[config.mk]
export PLATFORM = sky130hd
export DESIGN_NAME = kernel_strength_sequencer
export DESIGN_NICKNAME = d
export VERILOG_FILES = /design/src/rtl/kernel_strength_sequencer.sv
export SDC_FILE = /design/constraint.sdc
export NUM_CORES = 1
export LEC_CHECK = 0
export BUFFER_PORTS_ARGS = -buffer_cell sky130_fd_sc_hd__buf_2
export CORE_AREA = 2 2 333 335
export CTS_BUF_LIST = sky130_fd_sc_hd__clkbuf_4 sky130_fd_sc_hd__clkbuf_8
export DETAILED_ROUTE_END_ITERATION = 6
export DIE_AREA = 0 0 335 337
export PLACE_DENSITY = 0.37
export SYNTH_ARGS = -nofsm -noshare
export SYNTH_HDL_FRONTEND = slang
export SYNTH_SLANG_ARGS = --single-unit
[constraint.sdc]
create_clock -name i_clk -period 2.1 [get_ports i_clk]
set_input_delay 0.21 -clock i_clk [delete_from_list [all_inputs] [get_ports i_clk]]
set_output_delay 0.21 -clock i_clk [all_outputs]
set_load 0.01 [all_outputs]
[src/rtl/kernel_strength_sequencer.sv]
// Frame-synchronous kernel/strength controller: latches user requests, applies them at
// frame_start, then streams the converter's N coefficients over a valid/ready handshake.
module kernel_strength_sequencer #(
    parameter int K_RANGE = 8,
    parameter int N       = 25,
    parameter int KW      = $clog2(K_RANGE) + 1
) (
    input  logic                 i_clk,
    input  logic                 i_reset,
    input  logic                 i_frame_start,
    input  logic                 i_strength_up,
    input  logic                 i_strength_down,
    input  logic                 i_kernel_toggle,
    input  logic [N-1:0][31:0]   i_coef_in,
    output logic                 o_kernel_choice,
    output logic [KW-1:0]        o_k_index,
    output logic                 o_coef_valid,
    input  logic                 i_coef_ready,
    output logic [$clog2(N)-1:0] o_coef_addr,
    output logic [31:0]          o_coef_data,
    output logic                 o_busy,
    output logic                 o_kernel_updated
);
    localparam int AW = $clog2(N);
    localparam logic [KW-1:0] KMAX = KW'(K_RANGE);
    localparam logic [AW-1:0] LAST = AW'(N - 1);

    localparam logic [1:0] IDLE   = 2'd0;
    localparam logic [1:0] SETTLE = 2'd1;
    localparam logic [1:0] STREAM = 2'd2;

    logic [1:0]    r_state;
    logic [KW-1:0] r_k;
    logic          r_choice;
    logic [AW-1:0] r_addr;
    logic          r_kupd;
    logic          r_pend_up, r_pend_dn, r_pend_tog, r_reload;

    logic          w_up_nx, w_dn_nx, w_tog_nx;
    logic [KW-1:0] w_new_k;
    logic          w_new_c;
    logic          w_change;

    // pend_up/pend_dn form a saturating net step of -1/0/+1; they are never both set
    always_comb begin
        w_up_nx = r_pend_up;
        w_dn_nx = r_pend_dn;
        if (i_strength_up && !i_strength_down) begin
            if (r_pend_dn) w_dn_nx = 1'b0;
            else           w_up_nx = 1'b1;
        end else if (i_strength_down && !i_strength_up) begin
            if (r_pend_up) w_up_nx = 1'b0;
            else           w_dn_nx = 1'b1;
        end
        w_tog_nx = r_pend_tog ^ i_kernel_toggle;
    end

    always_comb begin
        w_new_k = r_k;
        if (r_pend_up && r_k != KMAX)       w_new_k = r_k + 1'b1;
        else if (r_pend_dn && r_k != '0)    w_new_k = r_k - 1'b1;
        w_new_c  = r_choice ^ r_pend_tog;
        w_change = (w_new_k != r_k) || (w_new_c != r_choice) || r_reload;
    end

    always_ff @(posedge i_clk) begin
        if (i_reset) begin
            r_state    <= IDLE;
            r_k        <= '0;
            r_choice   <= 1'b0;
            r_addr     <= '0;
            r_kupd     <= 1'b0;
            r_pend_up  <= 1'b0;
            r_pend_dn  <= 1'b0;
            r_pend_tog <= 1'b0;
            r_reload   <= 1'b1;
        end else begin
            r_kupd     <= 1'b0;
            r_pend_up  <= w_up_nx;
            r_pend_dn  <= w_dn_nx;
            r_pend_tog <= w_tog_nx;
            case (r_state)
                IDLE: begin
                    if (i_frame_start) begin
                        // requests arriving with frame_start are consumed by this frame
                        r_pend_up  <= 1'b0;
                        r_pend_dn  <= 1'b0;
                        r_pend_tog <= 1'b0;
                        if (w_change) begin
                            r_k      <= w_new_k;
                            r_choice <= w_new_c;
                            r_reload <= 1'b0;
                            r_addr   <= '0;
                            r_state  <= SETTLE;
                        end
                    end
                end
                SETTLE: begin
                    r_addr  <= '0;
                    r_state <= STREAM;
                end
                STREAM: begin
                    if (i_coef_ready) begin
                        if (r_addr == LAST) begin
                            r_kupd  <= 1'b1;
                            r_state <= IDLE;
                        end else begin
                            r_addr <= r_addr + 1'b1;
                        end
                    end
                end
                default: r_state <= IDLE;
            endcase
        end
    end

    assign o_kernel_choice  = r_choice;
    assign o_k_index        = r_k;
    assign o_coef_valid     = (r_state == STREAM);
    assign o_coef_addr      = r_addr;
    assign o_coef_data      = i_coef_in[r_addr];
    assign o_busy           = (r_state != IDLE);
    assign o_kernel_updated = r_kupd;
endmodule

==> results of run 1 <==
-- worst reg2reg max path: stages, from the launching register on --
cell and delay (ns):
dfxtp_4 0.38, buf_6 0.14, inv_2 0.10, ha_1 0.18
nand4b_1 0.15, and3_1 0.30, a211oi_4 0.33, nor2_1 0.09
nor3_1 0.19
-- cell type report --
| type | count | area (um^2) |
|---|---|---|
| inverter | 6 | 25.0 |
| multi-input combinational | 516 | 7180 |
| timing repair buffer | 1034 | 6340 |
| tap | 1426 | 1780 |
| clock inverter | 1 | 6.26 |
| sequential | 17 | 353 |
| antenna | 12 | 30.0 |
| fill | 12563 | 93800 |
| clock buffer | 3 | 41.3 |
-- flip-flops by register name (all words and copies together) (netlist names) --
register	flops
o_coef_addr	5
o_kernel_updated	1
r_pend_up	1
o_kernel_choice	1
r_pend_dn	1
r_reload	1
o_k_index	4
r_state	2
r_pend_tog	1
-- per-layer routing --
layer	global-route usage (%)	part of all wire, %
met1	15.5	39
met2	22.6	49
met3	5.25	10
met4	1.46	1.2
met5	0	0.66
-- power by group through the flow --
stage                     clock network (mW)  logic, mW  registers, mW
after CTS                              0.283       1.98          0.355
after floorplan                            0      0.717          0.354
after detailed placement                   0       1.89          0.362
after global routing                   0.301       2.12          0.357
final                                  0.272       1.99          0.355
after global placement                     0       1.89          0.362
-- repair_timing --
| item | CTS | global route |
|---|---|---|
| resized for setup | 130 | 31 |
| setup buffers | 22 | 12 |
| setup endpoints to repair | 32 | 33 |
| gates cloned | 2 | 1 |
| hold buffers | 0 | 0 |
| pin swaps | 34 | 22 |
-- kinds of logic (layout without fill, tap and decap cells) --
kind of cell,count (synthesis),count (layout)
mux,261,261
compound gates,152,152
simple gates,95,95
buf+inv,86,1044
flops,17,17
fa+ha+maj,4,4
xor+xnor,4,4
other cells,0,12
-- final timing paths --
path | from | endpoint | slack, ns | depth (start not counted)
max reg2reg | o_coef_addr[0] | o_coef_addr[2] | 0.15 | 8
min reg2reg | r_reload | r_reload | 0.47 | 1
min | i_kernel_toggle | r_pend_tog | 0.21 | 3
max | o_coef_addr[0] | o_coef_data[4] | -0.36 | 7
-- cells in the mapped netlist, types with 4 or more instances --
cell      instances  share of area [%]
buf_4            10                1.0
a221oi_2         30                6.1
ha_1              4               0.67
o21ai_1          30                2.0
dfxtp_1          17                4.6
a221oi_1         33                3.9
nand3_1           7               0.47
o21ai_0           8               0.54
mux4_2          157                 48
buf_2            29                2.0
buf_6            21                3.2
mux2_2           34                5.2
nand2b_1         10               0.84
nor3_1            6               0.40
nand2_1          37                1.9
mux2i_1          67                9.0
o22ai_1          32                2.7
nor2_1           18               0.91
a21oi_1           7               0.47
clkbuf_1         17               0.86
inv_1             4               0.20
==> tab_implementation.tex, run 1 <==
\begin{tabular}{lr}
\hline
Metric & Value \\
\hline
\multicolumn{2}{l}{\textbf{STA}} \\
Min cycle time layout & approximately 2.5 ns \\
Final Max Slew Viols & 0 \\
Max Clock Skew & approximately 0.012 ns \\
Post-route clock period utilization & 117\% \\
Hold slack final & approximately 0.21 ns \\
Final number of setup-violating endpoints & 32 \\
Worst relative slew slack & 62.3\% \\
Total Neg Setup Slack & -9.22 ns \\
Peak clock frequency supported by timing & about 410 MHz \\
Hold violation total from the final report & 0 \\
Final worst setup slack & -0.362 ns \\
Transition at the pin with the smallest max-transition slack & $\sim$0.57 ns \\
Setup repair after global routing missed its margin & yes \\
\multicolumn{2}{l}{\textbf{Placement}} \\
Placed inst area & between 10000 and 15000 um\^{}2 \\
Post-DP HPWL & between 70000 and 80000 um \\
Pre-CTS worst setup slack & -0.621 ns \\
Number of port buffers & around 850 \\
Count of placed standard cells including taps & 2968 \\
RePlAce Congestion & 0.842 \\
\multicolumn{2}{l}{\textbf{Setup path}} \\
Largest fanout on the critical path & 17 \\
Critical Path Source Type & register \\
Slowest stage cell on the critical path & a221oi\_4 \\
Buffers \& Inverters on Critical Path & 4 \\
Crit. End Element & output port \\
Most used cell, CP & buf\_12 \\
Type of the worst setup path & reg -> out \\
Cell chain of the critical path & buf\_12 > buf\_4 > mux4\_2 > nand2\_2 > buf\_12 > a221oi\_4 > buf\_2 \\
Data arrival time of the critical path & approximately 2.3 ns \\
Critical path required time & 1.89 ns \\
Worst path top cell family by delay & buffers and inverters \\
Slowest stage delay, CP & 0.46 ns \\
\multicolumn{2}{l}{\textbf{Clock network}} \\
Buffer type at the clock tree root & clkbuf\_8 \\
Deepest clock path buffer count & 2 \\
H-tree levels & 1 \\
Sinks on Clock Net & 17 \\
Clk Latency, worst-skew pair & approximately 0.26 ns \\
Number of buffers created by CTS & 3 \\
CTS tree & done \\
Clk pin slew, worst setup/hold paths & approximately 0.090 ns \\
\multicolumn{2}{l}{\textbf{Final layout}} \\
Nets & between 2000 and 2500 \\
Post-Layout Cell Count & around 3000 \\
Layout cells sized above 1 & between 80\% and 90\% \\
Area Overhead vs Synth & 112\% \\
Most common cell after layout, fill and taps aside & buf\_2 \\
Fin util & between 10 and 15\% \\
Total non-filler cell area in the finished layout & 15800 um\^{}2 \\
Commonest non-fill, non-tap cells in the layout & buf\_2 (843), mux4\_2 (158), buf\_4 (119), mux2i\_1 (56), a221oi\_2 (38) \\
\multicolumn{2}{l}{\textbf{Power and ir drop}} \\
Leakage power summed over all cells & between 6 and 7 nW \\
Combinational share of power & between 70\% and 80\% \\
Power Density & $\sim$170 nW/um\^{}2 \\
Switching share of power & 37.7\% \\
Worst supply voltage drop on vdd & 0.212 mV \\
Total power of the final layout & 2.62 mW \\
Sequential group share of total power & between 10 and 15\% \\
Relative contribution of the clock network to total power & roughly a tenth \\
Total internal power & around 1.6 mW \\
Power spent charging and discharging nets & a little under 1 mW \\
\multicolumn{2}{l}{\textbf{Drt}} \\
Count of vias placed by the detailed router & roughly 11000 \\
DRT Pass-1 Iters & 5 \\
Detail-routed net length per standard cell & 26.4 um \\
Initial drt markers & about 520 \\
Via/cell ratio & 3.61 \\
Number of DRC violations after detailed routing & 0 \\
Drt total wl & between 70000 and 80000 um \\
Final ANT Viol Nets & 0 \\
\multicolumn{2}{l}{\textbf{Yosys}} \\
Synthesized-area fraction occupied by ao, oa, aoi and oai cells & roughly 17\% \\
Ys Warns & 0 \\
Synthesized net count & $\sim$1400 \\
Multiplexer area fraction after synthesis & between 60\% and 70\% \\
Post-synth ARST share & 0\% \\
Cell area after technology mapping & roughly 7400 um\^{}2 \\
Mean instance size in the synthesized netlist & approximately 12 um\^{}2 \\
Number of synthesized register bits & 17 \\
Unique cell type count in the Yosys netlist & 46 \\
Share of synthesized cell area in and, or, nand and nor gates & under 10\% \\
Top\_reg\_cell synth & dfxtp\_1 \\
Combinational family with the most area after synthesis & multiplexers \\
Post-synth EDFFs & 0 \\
Sequential-to-total area share from yosys stat & under 10\% \\
Adder-cell share of the synthesized area & 0.675\% \\
Cell count after synthesis & 619 \\
Area share of xor/xnor cells in the synthesized design & less than 1\% \\
\multicolumn{2}{l}{\textbf{Status}} \\
Violations in the final reports & setup timing \\
Run status & finished, violations left \\
\multicolumn{2}{l}{\textbf{Job}} \\
Reported max-cap violation count & 0 \\
\multicolumn{2}{l}{\textbf{GRT}} \\
Overflow left after global routing & 0 \\
Antenna violations before repair & 73 \\
Global-route total usage across every layer & around an eighth \\
Maximum number of pins on one net before global-route repair & 38 \\
First-pass GRT wire length & roughly 99000 um \\
Via count of the first global-routing pass & about 11000 \\
\multicolumn{2}{l}{\textbf{Floorplan}} \\
DIE HEIGHT & roughly 340 um \\
Number of I/O pins & around 850 \\
Number of cell rows & between 100 and 150 \\
Initial core utilization & under 10\% \\
Die Outline Area & between 100000 and 150000 um\^{}2 \\
Placeable core region & $\sim$110000 um\^{}2 \\
Die width & 335 um \\
\multicolumn{2}{l}{\textbf{Hold path}} \\
Hold Path Class & in -> reg \\
\hline
\end{tabular}
(Power assumes the default switching activity.)
==> inputs of run 2 (changes only) <==
Clock period 2.1 ns to 3 ns, I/O delays scaled along.
==> run 2 against run 1 <==
Total power decreased by 35%. Clock skew down 0.0019 ns. Critical path depth is 1 lower. The flow now finishes without violations. Sequential share of layout area is 0.34 points higher. Largest power group unchanged. Global-route usage fell by 0.36 points. Non-clock buffer count fell by 125. First-iteration DRC count increased by 21%. Combinational power decreased by 36%.
==> tab_implementation.tex, run 2 (synthesis results as in run 1) <==
\begin{tabular}{lr}
\hline
Metric & Value \\
\hline
\multicolumn{2}{l}{\textbf{Final layout}} \\
Area Overhead vs Synth & 84.2\% \\
Nets & around 2300 \\
Largest register FFs & 5 \\
Commonest non-fill, non-tap cells in the layout & buf\_2 (851), mux4\_2 (157), mux2i\_1 (67), buf\_4 (43), nand2\_1 (36) \\
Layout cells sized above 1 & around four fifths \\
Fill count & 12698 \\
Most common cell after layout, fill and taps aside & buf\_2 \\
Fin util & 12.5\% \\
\multicolumn{2}{l}{\textbf{Drt}} \\
Final ANT Viol Nets & 0 \\
Drt total wl & roughly 78000 um \\
Count of vias placed by the detailed router & about 10000 \\
Detail-routed net length per standard cell & roughly 27 um \\
DRT Pass-1 Iters & 5 \\
Via/cell ratio & 3.57 \\
Number of DRC violations after detailed routing & 0 \\
Initial drt markers & around 620 \\
\multicolumn{2}{l}{\textbf{Job}} \\
Reported max-cap violation count & 0 \\
\multicolumn{2}{l}{\textbf{Setup path}} \\
Largest fanout on the critical path & 30 \\
Slowest stage delay, CP & $\sim$0.54 ns \\
Cell depth of the worst flop-to-flop path & 6 \\
Crit. End Element & output port \\
Critical path required time & about 2.7 ns \\
Slack of the worst reg-to-reg path & around 1.1 ns \\
Type of the worst setup path & reg -> out \\
Launch instance of the worst register-to-register path & o\_coef\_addr[2] \\
Data arrival time of the critical path & between 2 and 3 ns \\
Critical Path Source Type & register \\
Worst setup startpoint & o\_coef\_addr[0] \\
Worst path top cell family by delay & multiplexers \\
Buffers \& Inverters on Critical Path & 3 \\
Capturing element of the worst setup path & o\_coef\_data[15] \\
Worst flop-to-flop path endpoint & o\_coef\_addr[2] \\
Slowest stage cell on the critical path & mux4\_2 \\
Cell count along the critical path & 6 \\
Cell chain of the critical path & buf\_12 > buf\_4 > mux4\_2 > mux2i\_1 > a221oi\_2 > buf\_2 \\
\multicolumn{2}{l}{\textbf{STA}} \\
Worst relative slew slack & about half \\
Peak clock frequency supported by timing & 347 MHz \\
Final worst setup slack & 0.114 ns \\
Total Neg Setup Slack & 0 ns \\
Setup repair after global routing missed its margin & no \\
Post-route clock period utilization & between 90\% and 100\% \\
Transition at the pin with the smallest max-transition slack & roughly 0.7 ns \\
Min cycle time layout & 2.89 ns \\
Final Max Slew Viols & 0 \\
Final number of setup-violating endpoints & 0 \\
Hold violation total from the final report & 0 \\
Max Clock Skew & slightly below 0.01 ns \\
\multicolumn{2}{l}{\textbf{Floorplan}} \\
Number of I/O pins & around 850 \\
Placeable core region & 110000 um\^{}2 \\
Number of cell rows & about 120 \\
Initial core utilization & between 6 and 7\% \\
Die Outline Area & approximately 110000 um\^{}2 \\
DIE HEIGHT & between 300 and 400 um \\
Die width & around 340 um \\
\multicolumn{2}{l}{\textbf{GRT}} \\
Met3 track demand over resource in global routing & approximately 5.5\% \\
Most Used Layer, Global Route & met2 \\
First-pass GRT wire length & roughly 95000 um \\
Antenna violations before repair & 89 \\
Met1 layer usage reported by global route & between 10 and 15\% \\
Via count of the first global-routing pass & approximately 10000 \\
Overflow left after global routing & 0 \\
Met2 usage & between 20\% and 30\% \\
Maximum number of pins on one net before global-route repair & approximately 80 \\
Global-route total usage across every layer & between 10\% and 20\% \\
\multicolumn{2}{l}{\textbf{Clock network}} \\
CTS tree & done \\
Clk Latency, worst-skew pair & roughly 0.26 ns \\
Number of buffers inserted by hold repair at cts & 0 \\
Sinks on Clock Net & 17 \\
Number of buffers created by CTS & 3 \\
Buffer type at the clock tree root & clkbuf\_8 \\
Clk pin slew, worst setup/hold paths & around 0.080 ns \\
H-tree levels & 1 \\
Deepest clock path buffer count & 2 \\
\multicolumn{2}{l}{\textbf{Power and ir drop}} \\
Total power of the final layout & between 1.5 and 2 mW \\
Worst supply voltage drop on vdd & approximately 0.10 mV \\
Leakage power summed over all cells & 5.56 nW \\
Power Density & 125 nW/um\^{}2 \\
\multicolumn{2}{l}{\textbf{Hold path}} \\
Hold Path Class & in -> reg \\
Origin of the worst min-delay path & i\_kernel\_toggle \\
\multicolumn{2}{l}{\textbf{Status}} \\
Run status & complete, no violations \\
\multicolumn{2}{l}{\textbf{Placement}} \\
RePlAce Congestion & between 0.8 and 0.9 \\
Number of port buffers & between 800 and 900 \\
Pre-CTS worst setup slack & between 0.15 and 0.2 ns \\
Post-DP HPWL & 70200 um \\
\hline
\end{tabular}
[run 2: routing by layer]
| metal | up-vias | routed length [um] |
|---|---|---|
| met3 | 146 | 8900 |
| li1 | 4416 | - |
| met1 | 5002 | 29500 |
| met2 | 669 | 37100 |
| met4 | 80 | 1620 |
| met5 | - | 515 |
[run 2: worst min path at each step]
stage,cells past startpoint,endpoint
after CTS,3,r_pend_tog
after floorplan,1,r_reload
final,3,r_pend_tog
after detailed placement,1,r_reload
after global placement,1,r_reload
after global routing,3,r_pend_tog
[run 2: report_power, final]
group / internal [mW] / switching, mW / total (mW) / leakage, nW
combinational: 0.733 / 0.540 / 1.27 / 5.39
sequential: 0.233 / 0.0166 / 0.249 / 0.141
clock: 0.0943 / 0.0939 / 0.188 / 0.0261
total: 1.06 / 0.651 / 1.71 / 5.56
[run 2: final cells by class]
cell class	count	area, um^2	share of cell area [%]
repair buffers	909	4890	35.7
inverters	6	25.0	0.183
clock inverters	1	6.26	0.0458
clock buffers	3	41.3	0.302
multi-input cells	516	6540	47.9
flip-flops and latches	17	353	2.58
well taps	1426	1780	13.1
diodes	13	32.5	0.238
[run 2: metrics by stage]
step | cell area (um^2) | cells | hold slack (ns)
6_report | 13700 | 2891 | 0.301
5_1_grt | 13600 | 2881 | 0.300
4_1_cts | 13600 | 2877 | 0.295
3_5_place_dp | 13500 | 2870 | 0.460
3_3_place_gp | 13500 | 2870 | 0.448
2_1_floorplan | 7420 | 619 | 0.427
[run 2: timing repair]
action	4_1_cts	5_1_grt
setup buffers	3	0
gates cloned	0	1
resized for setup	2	2
endpoints found under the setup margin	2	3
[run 2: worst reg2reg max path, cell delays in order, from the launching register on]
cell and delay (ns):
dfxtp_4 0.47, buf_12 0.23, nand4b_1 0.26, and3_1 0.32
a211oi_4 0.34, nor2_1 0.09, nor3_1 0.16
==> inputs of run 3 (changes only) <==
Settings changed: GPL_TIMING_DRIVEN set to 0.
Clock period 3 ns to 3.4 ns, I/O delays scaled along.
==> run 3 against run 2 <==
Combinational power decreased by 11%. Clock power decreased by 12%. Total power decreased by 12%. Final area increased by 0.48%. Sequential share of layout area decreased by 0.10 points. Register-to-register slack improved by 0.23 ns. Via count increased by 2.8%.
==> tab_implementation.tex, run 3 (synthesis results as in run 1) <==
\begin{tabular}{lr}
\hline
Metric & Value \\
\hline
\multicolumn{2}{l}{\textbf{STA}} \\
Max Clock Skew & about 0.0034 ns \\
Total Neg Setup Slack & 0 ns \\
Peak clock frequency supported by timing & just over 300 MHz \\
Hold violation total from the final report & 0 \\
Min cycle time layout & $\sim$3.2 ns \\
Final number of setup-violating endpoints & 0 \\
Setup repair after global routing missed its margin & yes \\
Worst relative slew slack & approximately a fifth \\
Transition at the pin with the smallest max-transition slack & roughly 1.2 ns \\
Final Max Slew Viols & 0 \\
Post-route clock period utilization & between 90\% and 100\% \\
\multicolumn{2}{l}{\textbf{Power and ir drop}} \\
Combinational share of power & 74.8\% \\
Worst supply voltage drop on vdd & around 0.10 mV \\
Relative contribution of the clock network to total power & between 10\% and 20\% \\
Sequential group share of total power & $\sim$14\% \\
Total internal power & 0.946 mW \\
Switching share of power & 37.3\% \\
Total power of the final layout & roughly 1.5 mW \\
Leakage power summed over all cells & approximately 5.6 nW \\
Power Density & $\sim$110 nW/um\^{}2 \\
Power spent charging and discharging nets & around 0.56 mW \\
\multicolumn{2}{l}{\textbf{Drt}} \\
Number of DRC violations after detailed routing & 0 \\
Count of vias placed by the detailed router & $\sim$11000 \\
Detail-routed net length per standard cell & 31.3 um \\
Initial drt markers & about 560 \\
Via/cell ratio & about 3.6 \\
DRT Pass-1 Iters & 4 \\
Final ANT Viol Nets & 0 \\
Drt total wl & just over 90000 um \\
\multicolumn{2}{l}{\textbf{Final layout}} \\
Area Overhead vs Synth & 85.1\% \\
Total non-filler cell area in the finished layout & between 10000 and 15000 um\^{}2 \\
Most common cell after layout, fill and taps aside & buf\_2 \\
Largest register FFs & 5 \\
Commonest non-fill, non-tap cells in the layout & buf\_2 (875), mux4\_2 (157), mux2i\_1 (66), nand2\_1 (37), mux2\_2 (34) \\
Layout cells sized above 1 & between 70 and 80\% \\
Fill count & around 13000 \\
Nets & between 2000 and 2500 \\
\multicolumn{2}{l}{\textbf{Status}} \\
Run status & complete, no violations \\
\multicolumn{2}{l}{\textbf{Placement}} \\
RePlAce Congestion & 0.855 \\
Post-DP HPWL & slightly above 80000 um \\
Placed inst area & 13500 um\^{}2 \\
Number of port buffers & 850 \\
\multicolumn{2}{l}{\textbf{Setup path}} \\
Type of the worst setup path & reg -> out \\
Largest fanout on the critical path & 10 \\
Slowest stage delay, CP & about 0.56 ns \\
Critical path required time & 3.06 ns \\
Slowest stage cell on the critical path & a221oi\_2 \\
Critical Path Source Type & register \\
Data arrival time of the critical path & between 2 and 3 ns \\
Crit. End Element & output port \\
Cell chain of the critical path & buf\_4 > buf\_2 > mux2\_2 > a221oi\_2 > a221oi\_2 > buf\_2 \\
\multicolumn{2}{l}{\textbf{Floorplan}} \\
Placeable core region & around 110000 um\^{}2 \\
Die width & roughly 340 um \\
Die Outline Area & around 110000 um\^{}2 \\
Number of I/O pins & between 800 and 900 \\
Number of cell rows & $\sim$120 \\
DIE HEIGHT & between 300 and 400 um \\
Initial core utilization & slightly below 7\% \\
\multicolumn{2}{l}{\textbf{GRT}} \\
Maximum number of pins on one net before global-route repair & 11 \\
Via count of the first global-routing pass & about 11000 \\
Overflow left after global routing & 0 \\
First-pass GRT wire length & between 100000 and 150000 um \\
Antenna violations before repair & 100 \\
Global-route total usage across every layer & $\sim$15\% \\
\multicolumn{2}{l}{\textbf{Clock network}} \\
Number of buffers created by CTS & 3 \\
H-tree levels & 1 \\
Buffer type at the clock tree root & clkbuf\_8 \\
Deepest clock path buffer count & 2 \\
Number of buffers inserted by hold repair at cts & 0 \\
Sinks on Clock Net & 17 \\
CTS tree & done \\
Clk Latency, worst-skew pair & between 0.2 and 0.3 ns \\
Clk pin slew, worst setup/hold paths & $\sim$0.07 ns \\
\multicolumn{2}{l}{\textbf{Job}} \\
Reported max-cap violation count & 0 \\
\multicolumn{2}{l}{\textbf{Hold path}} \\
Hold Path Class & in -> reg \\
\hline
\end{tabular}
[run 3: layout make-up]
class | count | area [um^2] | area share, %
Antenna cell | 25 | 62.6 | 0.455
Buffer | 80 | 577 | 4.20
Clock buffer | 4 | 48.8 | 0.355
Inverter | 6 | 25.0 | 0.182
Multi-Input combinational cell | 516 | 6630 | 48.3
Sequential cell | 17 | 340 | 2.48
Tap cell | 1426 | 1780 | 13.0
Timing Repair Buffer | 852 | 4270 | 31.1
[run 3: path summary, 6_finish.rpt]
check,slack (ns),end,cells after the start,startpoint
max,0.19,o_coef_data[4],6,o_coef_addr[2]
min,0.36,r_pend_tog,3,i_kernel_toggle
max reg2reg,1.28,o_coef_addr[2],7,o_coef_addr[2]
min reg2reg,0.48,r_reload,1,r_reload
[run 3: stage by stage]
| stage | utilization [%] | hold WS [ns] | instances | worst slack, ns |
|---|---|---|---|---|
| CTS | 12.4 | 0.350 | 2899 | -0.0225 |
| finish | 12.5 | 0.356 | 2926 | 0.190 |
| global placement | 12.3 | 0.450 | 2895 | -0.610 |
| global route | 12.5 | 0.361 | 2912 | -0.00840 |
| detailed placement | 12.3 | 0.457 | 2895 | -0.623 |
| floorplan | - | 0.427 | 619 | 1.41 |
[run 3: power groups by stage]
stage | logic [mW] | clock network, mW | registers, mW
6_report | 1.13 | 0.165 | 0.216
5_1_grt | 1.21 | 0.183 | 0.217
4_1_cts | 1.15 | 0.172 | 0.215
3_5_place_dp | 1.14 | 0 | 0.220
3_3_place_gp | 1.13 | 0 | 0.220
2_1_floorplan | 0.443 | 0 | 0.219
[run 3: repair_timing]
item,CTS,global route
hold endpoints to repair,0,0
gates resized for setup,31,3
setup endpoints to repair,31,3
setup buffers,0,2
[run 3: layer usage]
layer  global-route usage [%]  vias to the layer above  routed length [um]
li1                         -                     4476                   -
met1                     18.2                     5243               34800
met2                     26.9                      645               45700
met3                     5.27                      148                9440
met4                     1.53                       90                1060
met5                        0                        -                 577
[run 3: worst max-delay path, delay by kind of cell, from the launching register on]
kind / cells / cell delay [ns]
DFF: 1 / 0.45
muxes: 1 / 0.40
AOI/OAI and AO/OA: 2 / 0.73
buffers and inverters: 3 / 1.01
